==> config.mk <==
export PLATFORM = sky130hd
export DESIGN_NAME = camera_frame_writer
export DESIGN_NICKNAME = d
export VERILOG_FILES = /design/src/rtl/camera_pkg.sv /design/src/rtl/camera_pixel_counter.sv /design/src/rtl/camera_frame_writer.sv
export SDC_FILE = /design/constraint.sdc
export NUM_CORES = 1
export LEC_CHECK = 0
export CAP_MARGIN = 20
export CORE_MARGIN = 2
export CORE_UTILIZATION = 40
export DETAILED_ROUTE_END_ITERATION = 6
export GPL_TIMING_DRIVEN = 0
export PLACE_DENSITY = 0.65
export SETUP_SLACK_MARGIN = 0.3
export SYNTH_ARGS = -nofsm -noshare
export SYNTH_HDL_FRONTEND = slang
export SYNTH_SLANG_ARGS = --single-unit
==> constraint.sdc <==
create_clock -name p_clock_in -period 4.76 [get_ports p_clock_in]
set_input_delay 0.952 -clock p_clock_in [delete_from_list [all_inputs] [get_ports p_clock_in]]
set_output_delay 0.952 -clock p_clock_in [all_outputs]
set_load 0.01 [all_outputs]
==> src/rtl/camera_pkg.sv <==
// Shared types for the camera frame writer: pixel formats,
// capture state and default frame geometry.
package camera_pkg;

    localparam int DEF_OUT_W = 320;
    localparam int DEF_OUT_H = 240;

    typedef struct packed {
        logic [4:0] r;
        logic [5:0] g;
        logic [4:0] b;
    } rgb565_t;

    typedef struct packed {
        logic [3:0] r;
        logic [3:0] g;
        logic [3:0] b;
    } rgb444_t;

    typedef enum logic {
        S_SKIP,
        S_WRITE
    } state_t;

    // Keep the top four bits of each channel.
    function automatic rgb444_t rgb565_to_rgb444(input rgb565_t p);
        rgb444_t q;
        q.r = p.r[4:1];
        q.g = p.g[5:2];
        q.b = p.b[4:1];
        return q;
    endfunction

endpackage

==> src/rtl/camera_pixel_counter.sv <==
// Input raster position, write pointer and pixel count for one frame.
// Ports: clk/rst_n; clear closes the frame; advance = pixel seen in
// S_WRITE; keep = store this pixel; ptr = its address; good = frame
// is exactly full (including this cycle's pixel) with no overflow.
module camera_pixel_counter
    import camera_pkg::*;
#(
    parameter int OUT_W  = DEF_OUT_W,
    parameter int OUT_H  = DEF_OUT_H,
    parameter int DECIM  = 2,
    parameter int ADDR_W = 17
) (
    input  logic              clk,
    input  logic              rst_n,
    input  logic              clear,
    input  logic              advance,
    output logic              keep,
    output logic [ADDR_W-1:0] ptr,
    output logic              good
);

    localparam int IN_W = OUT_W * DECIM;
    localparam int IN_H = OUT_H * DECIM;
    localparam int N_IN = IN_W * IN_H;
    localparam int XW   = (IN_W > 1) ? $clog2(IN_W) : 1;
    localparam int YW   = $clog2(IN_H + 1);
    localparam int CW   = $clog2(N_IN + 1);

    logic [XW-1:0] x;
    logic [YW-1:0] y;
    logic [CW-1:0] cnt;
    logic [CW-1:0] cnt_fin;
    logic          ovf;
    logic          ovf_fin;
    logic          room;
    logic          accept;
    logic          on_grid;
    logic          x_wrap;

    assign room   = cnt != CW'(N_IN);
    assign accept = advance && room;
    assign x_wrap = x == XW'(IN_W - 1);

    generate
        if (DECIM == 1) begin : g_full
            logic unused_pos;
            assign unused_pos = ^{x, y};
            assign on_grid    = 1'b1;
        end else begin : g_half
            assign on_grid = !x[0] && !y[0];
        end
    endgenerate

    assign keep = accept && on_grid;

    // Frame status as it will be once this cycle's pixel is counted,
    // so a pixel coinciding with end-of-frame is included.
    assign cnt_fin = cnt + CW'(accept);
    assign ovf_fin = ovf || (advance && !room);
    assign good    = (cnt_fin == CW'(N_IN)) && !ovf_fin;

    always_ff @(posedge clk or negedge rst_n) begin
        if (!rst_n) begin
            x   <= '0;
            y   <= '0;
            cnt <= '0;
            ptr <= '0;
            ovf <= 1'b0;
        end else if (clear) begin
            x   <= '0;
            y   <= '0;
            cnt <= '0;
            ptr <= '0;
            ovf <= 1'b0;
        end else if (accept) begin
            cnt <= cnt + 1'b1;
            ptr <= ptr + ADDR_W'(keep);
            if (x_wrap) begin
                x <= '0;
                y <= y + 1'b1;
            end else begin
                x <= x + 1'b1;
            end
        end else if (advance) begin
            ovf <= 1'b1;
        end
    end

endmodule

==> src/rtl/camera_frame_writer.sv <==
// Stores camera frames (optionally 2:1 decimated, RGB444) into BRAM.
// Ports: p_clock_in/rst_n_in; capture_en_in, pixel_data_in,
// pixel_valid_in, frame_done_in from the byte assembler; bram_*_out
// write port; frame_ok/err pulses, frame_count_out, busy_out status.
module camera_frame_writer
    import camera_pkg::*;
#(
    parameter int OUT_W  = DEF_OUT_W,
    parameter int OUT_H  = DEF_OUT_H,
    parameter int DECIM  = 2,
    parameter int ADDR_W = 17
) (
    input  logic              p_clock_in,
    input  logic              rst_n_in,
    input  logic              capture_en_in,
    input  logic [15:0]       pixel_data_in,
    input  logic              pixel_valid_in,
    input  logic              frame_done_in,
    output logic [ADDR_W-1:0] bram_addr_out,
    output logic [11:0]       bram_data_out,
    output logic              bram_we_out,
    output logic              frame_ok_out,
    output logic              frame_err_out,
    output logic [7:0]        frame_count_out,
    output logic              busy_out
);

    generate
        if (DECIM != 1 && DECIM != 2) begin : g_bad_decim
            $error("DECIM must be 1 or 2");
        end
        if ((64'd1 << ADDR_W) < 64'(OUT_W * OUT_H)) begin : g_bad_addr
            $error("ADDR_W too small for OUT_W*OUT_H");
        end
    endgenerate

    state_t            state;
    state_t            state_nx;
    logic              advance;
    logic              keep;
    logic              good;
    logic              ok_nx;
    logic              err_nx;
    logic [ADDR_W-1:0] ptr;

    assign advance = pixel_valid_in && (state == S_WRITE);

    camera_pixel_counter #(
        .OUT_W  (OUT_W),
        .OUT_H  (OUT_H),
        .DECIM  (DECIM),
        .ADDR_W (ADDR_W)
    ) u_cnt (
        .clk     (p_clock_in),
        .rst_n   (rst_n_in),
        .clear   (frame_done_in),
        .advance (advance),
        .keep    (keep),
        .ptr     (ptr),
        .good    (good)
    );

    always_ff @(posedge p_clock_in or negedge rst_n_in) begin
        if (!rst_n_in) begin
            state <= S_SKIP;
        end else begin
            state <= state_nx;
        end
    end

    always_comb begin
        state_nx = state;
        ok_nx    = 1'b0;
        err_nx   = 1'b0;
        if (frame_done_in) begin
            state_nx = capture_en_in ? S_WRITE : S_SKIP;
            if (state == S_WRITE) begin
                ok_nx  = good;
                err_nx = !good;
            end
        end
    end

    always_ff @(posedge p_clock_in or negedge rst_n_in) begin
        if (!rst_n_in) begin
            bram_addr_out   <= '0;
            bram_data_out   <= '0;
            bram_we_out     <= 1'b0;
            frame_ok_out    <= 1'b0;
            frame_err_out   <= 1'b0;
            frame_count_out <= '0;
        end else begin
            bram_we_out   <= keep;
            frame_ok_out  <= ok_nx;
            frame_err_out <= err_nx;
            if (keep) begin
                bram_addr_out <= ptr;
                bram_data_out <= rgb565_to_rgb444(pixel_data_in);
            end
            if (ok_nx) begin
                frame_count_out <= frame_count_out + 1'b1;
            end
        end
    end

    assign busy_out = state == S_WRITE;

endmodule
==> results of run 1 <==
==> final cells by class <==
class	instances	area [um2]	share of cell area [%]
sequential	89	2230	40.6
multi-input combinational	348	2020	36.7
timing repair buffer	65	648	11.8
tap	140	175	3.19
buffer	27	160	2.92
clock buffer	12	145	2.64
clock inverter	4	76.3	1.39
inverter	10	40.0	0.729
==> timing repair <==
action / 4_1_cts / 5_1_grt
pin swaps: 4 / 4
gates resized for setup: 12 / 11
buffers inserted: 2 / 5
endpoints found under the setup margin: 9 / 7
==> worst max-delay path, stage by stage (launching register included) <==
cell,delay (ns)
dfrtp_1,0.38
buf_6,0.14
or4_4,0.54
nor4_4,0.32
a21o_1,0.17
buf_6,0.12
inv_4,0.06
buf_8,0.14
ha_4,0.17
ha_1,0.26
or3_1,0.39
a221oi_2,0.28
o2111ai_1,0.15
or4_4,0.45
buf_8,0.16
nor2_4,0.11
mux2_2,0.33
==> kinds of logic after synthesis <==
kind of cell | after synthesis | synth area share (%)
adder cells (fa/ha/maj) | 8 | 2.29
flip-flops | 89 | 51.0
buffers and inverters | 37 | 3.84
multiplexers | 2 | 0.515
AND/OR/NAND/NOR | 259 | 28.0
AO/OA/AOI/OAI | 30 | 4.58
XOR/XNOR | 49 | 9.82
==> flip-flops by register name (all words and copies together) (netlist names) <==
name and count:
u_cnt.ptr 17, u_cnt.y 1, u_cnt.x 10, u_cnt.ovf 1, busy_out 1, bram_data_out 12
u_cnt.cnt 19, frame_ok_out 1, bram_addr_out 17, frame_err_out 1, frame_count_out 8, bram_we_out 1
==> power by group through the flow <==
stage | sequential [W] | combinational, W | clock [W]
6_report | 0.000799 | 0.000175 | 0.000581
5_1_grt | 0.000803 | 0.000196 | 0.000632
4_1_cts | 0.000799 | 0.000174 | 0.000601
3_5_place_dp | 0.000815 | 0.000165 | 0
3_3_place_gp | 0.000814 | 0.000160 | 0
2_1_floorplan | 0.000826 | 0.0000531 | 0
==> layer usage <==
layer	GRT usage, %	vias to the layer above	routed length (um)	part of all wire, %
met5	0	-	0	0
met4	5.68	0	121	1.3
met3	4.22	14	504	5.3
met2	28.5	84	4450	47
met1	22.3	1679	4450	47
li1	-	1728	-	-
==> through the flow <==
step                util (%)  instances
finish                  51.1        695
global route            51.1        695
CTS                     50.5        690
detailed placement      47.8        672
global placement        47.6        671
floorplan                  -        474
==> cell usage in the layout (no fill, tap or decap), types with 3 or more instances in the layout <==
master           count
dfrtp_1             87
nor2_1              56
clkdlybuf4s50_1     56
nand2_1            110
inv_1                8
clkbuf_1            12
nand4_1             15
or3_1                4
a21oi_1              8
buf_2               11
and4_1               4
nor3_1              11
xor2_1              29
nand3_1             22
a31oi_1              3
ha_1                 7
xnor2_1             20
nor4_1               3
nor2b_1              4
clkbuf_8            10
buf_4               10
o21ai_0              7
and3_1              10
==> path summary, 6_finish.rpt <==
kind	end	cells after the start	slack [ns]	startpoint
max	frame_count_out[1]	16	0.49	u_cnt.cnt[4]
min	bram_addr_out[5]	2	0.48	bram_addr_out[5]
max reg2reg	frame_count_out[1]	16	0.49	u_cnt.cnt[4]
min reg2reg	bram_addr_out[5]	2	0.48	bram_addr_out[5]
max in group asynchronous	u_cnt.cnt[0]	2	3.54	rst_n_in
min in group asynchronous	bram_addr_out[1]	1	0.58	rst_n_in
==> metrics.txt, run 1 <==
outcome=completed; DIE HEIGHT=~110 um; Setup CP Type=reg2reg; Synth area leader=dfrtp_1; Overall Global Routing Usage=17.3%; Worst-path clk slew=0.08 ns; hold crit path type=reg2reg; pwr dens=283 mW/mm2; flops & latches, synth=89; core footprint=about 0.011 mm2; drt wl/cell=roughly 14 um; Power Total=approximately 0.0016 W; Startpoint Class=register; Lkg Pwr=2.48 nW; Clock power frac=37.4%; most instantiated cells after synthesis=110 x nand2_1, 89 x dfrtp_1, 56 x nor2_1; gate count after technology mapping=about 470; post-DR vias/cell=5.04; share of cells above drive strength 1=approximately a tenth; largest net degree at the start of global routing=48; cts hold-fix bufs=0; Routed Antenna Nets=0; CTS tree=yes; RSZ-0062 raised after global routing=no; TNS Setup=0 ns; Async SR Flop Fraction=100%; clk sinks=between 80 and 90; fillcell total=~1000; Max clock buf depth=2; sequential area share after synthesis=about 51%; max-capacitance violation count=0; post-synth cell types=between 40 and 50; GPL Wtd Cong=0.868; Final setup viols=0; Max VDD drop=~0.13 mV; post-route cell area=0.00549 mm2; clock latency on the worst-skew pair=around 0.36 ns; post-layout worst setup margin=0.486 ns; Slew Viols, Final=0; H-tree depth=3; initial core utilization=between 40 and 50%; vias=about 3500; syn_nets=503; YS warnings=0; final hold slack=between 0.4 and 0.5 ns; critical path data arrival time=~4.5 ns; Nets=between 500 and 600; placed instance area=about 0.0051 mm2; top-count cell post-synth=nand2_1; hpwl dp=~6.7 mm; Post-Synthesis Cell Area=about 0.0044 mm2; row cnt=38; 1st-iter DRT viols=between 150 and 200; maximum clock rate=234 MHz; DRC=0; relative slew slack=47.8%; post-synth top area share=between 50% and 60%; Synth Flop Type=dfrtp_1; Inserted Clock Buffers=9; # IOs=62; first-pass GRT wire length=roughly 16 mm; die area=around 0.012 mm2; global route total overflow=0; type of destination of the critical path=register; Area contributors post-synth=dfrtp_1 51%, nand2_1 9.4%, xor2_1 5.8%, nor2_1 4.8%, xnor2_1 4.0%; antenna fix cells=0; Psw=about 0.00038 W; final WL=9.53 mm; Seq pwr share=between 50 and 60%; Worst-Margin Slew=0.776 ns; crit path time final=around 4.3 ns; drt pass-1 iters=5; Die W=about 110 um; CP max FO=10; number of global-route vias before repair=3484; internal power=0.00118 W; Tcrit/Tclk final=about nine tenths; Area growth syn-to-layout=25.7%; clock skew=0.0133 ns; Mean Syn Cell Area=~9 um2; Place WS=-0.222 ns; Root Buffer=clkbuf_8; Logic pwr share=11.2%; final hold violation count=0; Critical Path RT=around 5.0 ns; initial antenna violation count=0; I/O Buffers=57; Sw Ratio=between 20% and 30%; Post-synth EDFFs=0
No activity file was read; power rests on OpenSTA's default activity.
==> inputs of run 2 (changes only) <==
Settings changed: GPL_TIMING_DRIVEN 0 to unset.
==> metrics.txt, run 2 (synthesis gave the netlist of run 1 again) <==
Final setup viols=0; reg2reg start=u_cnt.cnt[4]; final core utilization=roughly 49%; Worst-path clk slew=roughly 0.080 ns; Max VDD drop=0.167 mV; commonest non-fill, non-tap cells in the layout=110 x nand2_1, 89 x dfrtp_1, 56 x nor2_1, 56 x clkdlybuf4s50_1, 29 x xor2_1; Slew Viols, Final=0; cts hold-fix bufs=0; footprint of the multi-input gates=about 0.0020 mm2; H-tree depth=3; CP Depth=12; critical path, cell by cell=or4_1 -> nor4_2 -> a21o_1 -> inv_2 -> ha_1 -> ha_1 -> or3_1 -> a221oi_2 -> o2111ai_1 -> or4_4 -> nor2_2 -> mux2_2; reg2reg path depth=12; final hold slack=between 0.4 and 0.5 ns; DIE HEIGHT=around 110 um; CP most frequent cell=ha_1; I/O Buffers=57; Worst-Margin Slew=just under 0.8 ns; post-DR vias/cell=between 4 and 5; global route total overflow=0; crit path time final=4.09 ns; Max clock buf depth=2; # IOs=62; Sw Ratio=about 25%; 1st-iter DRT viols=143; hold depth=2; relative slew slack=47.4%; maximum clock rate=around 240 MHz; Nets=552; first-pass GRT wire length=roughly 16 mm; CP max FO=9; internal power=roughly 0.0011 W; Overall Global Routing Usage=~17%; clk sinks=slightly below 90; share of cells above drive strength 1=under 10%; clock latency on the worst-skew pair=about 0.36 ns; Inserted Clock Buffers=9; TNS Setup=0 ns; Buf/Inv on CP=1; Root Buffer=clkbuf_8; Critical-path top delay cell=or4_1; fillcell total=1056; final hold violation count=0; outcome=completed; antenna fix cells=0; drt pass-1 iters=4; max-capacitance violation count=0; critical path's largest stage delay=approximately 0.57 ns; Setup Fix Bufs, Post-CTS=0; drt wl/cell=between 10 and 15 um; hpwl dp=between 6 and 7 mm; register area=0.00223 mm2; Routed Antenna Nets=0; initial antenna violation count=0; HP Start=bram_addr_out[5]; Die W=about 110 um; hold crit path type=reg2reg; Largest register FFs=19; Setup CP Type=reg2reg; Startpoint Class=register; Power Total=approximately 0.0015 W; vias=between 3000 and 4000; GPL Wtd Cong=0.910; top flop regs=u_cnt.cnt x19, bram_addr_out x17, u_cnt.ptr x17; most common cell after layout, fill and taps aside=nand2_1; initial core utilization=roughly two fifths; Psw=0.000362 W; Critical Path RT=~5.0 ns; r2r setup slk=between 0.6 and 0.7 ns; reg2reg end=frame_count_out[1]; Logic pwr share=around 11%; die area=around 0.012 mm2; Seq pwr share=54.3%; row cnt=38; CTS tree=yes; number of global-route vias before repair=3295; Area growth syn-to-layout=20.5%; final WL=roughly 9.0 mm; RSZ-0062 raised after global routing=no; Tcrit/Tclk final=roughly 86%; largest net degree at the start of global routing=90; hold endpoint=bram_addr_out[5]; Top reg by flops=u_cnt.cnt; type of destination of the critical path=register; pwr dens=280 mW/mm2; clock skew=0.00739 ns; Clock power frac=a little over a third; CP delay by family, top=simple AND/OR/NAND/NOR gates; DRC=0; Lkg Pwr=2.38 nW; critical path data arrival time=about 4.3 ns; core footprint=0.0107 mm2
-- run 2: cell count changes in the layout (fill, tap and decap cells not counted), moves of 2 or more --
cell / previous run / this run
buf_8: 2 / 0
clkbuf_1: 12 / 0
buf_2: 11 / 0
clkinv_2: 0 / 2
buf_4: 10 / 8
buf_6: 2 / 0
dfrtp_2: 2 / 0
dfrtp_1: 87 / 89
-- run 2: power groups by stage --
stage	Sequential, W	Combinational [W]	Clock, W
2_1_floorplan	0.000826	0.0000531	0
3_3_place_gp	0.000814	0.000157	0
3_5_place_dp	0.000815	0.000159	0
4_1_cts	0.000800	0.000160	0.000534
5_1_grt	0.000804	0.000180	0.000565
6_report	0.000800	0.000160	0.000514
-- run 2: repair_timing --
action,in CTS,in global routing
gates resized for setup,0,2
hold endpoints to repair,0,0
setup endpoints to repair,0,5
-- run 2: worst max-delay path by stage --
| stage | endpoint | slack (ns) | startpoint |
|---|---|---|---|
| 3_3_place_gp | frame_count_out[1] | 0.43 | u_cnt.cnt[1] |
| 5_1_grt | frame_count_out[1] | 0.42 | u_cnt.cnt[1] |
| 6_report | frame_count_out[1] | 0.67 | u_cnt.cnt[4] |
| 3_5_place_dp | frame_count_out[1] | 0.37 | pixel_valid_in |
| 2_1_floorplan | frame_count_out[1] | 0.56 | u_cnt.cnt[4] |
| 4_1_cts | frame_count_out[1] | 0.39 | u_cnt.cnt[1] |
-- run 2: worst reg2reg max path, delay by kind of cell (launching register included) --
kind	cells	cell delay, ns
AND/OR/NAND/NOR	5	2.02
AO/OA/AOI/OAI	3	0.59
flip-flops	1	0.49
adder cells (fa/ha/maj)	2	0.48
multiplexers	1	0.35
buffers and inverters	1	0.06
-- run 2: per-layer routing --
layer / vias to the layer above / routed length, um / track usage [%]
li1: 1665 / - / -
met1: 1572 / 4320 / 22.3
met2: 74 / 4050 / 26.8
met3: 13 / 493 / 3.92
met4: 0 / 155 / 6.32
met5: - / 0 / 0
-- run 2: cell type report --
class / count / area share [%]
clock buffer: 10 / 2.61
clock inverter: 5 / 1.07
inverter: 10 / 0.713
multi-input combinational: 348 / 37.7
sequential: 89 / 42.3
tap: 140 / 3.33
timing repair buffer: 65 / 12.3
-- run 2: metrics by stage --
step	std cells	area (um2)	setup slack, ns
2_1_floorplan	474	4370	0.559
3_3_place_gp	651	5040	0.432
3_5_place_dp	651	5040	0.374
4_1_cts	666	5230	0.385
5_1_grt	667	5270	0.423
6_report	667	5270	0.672
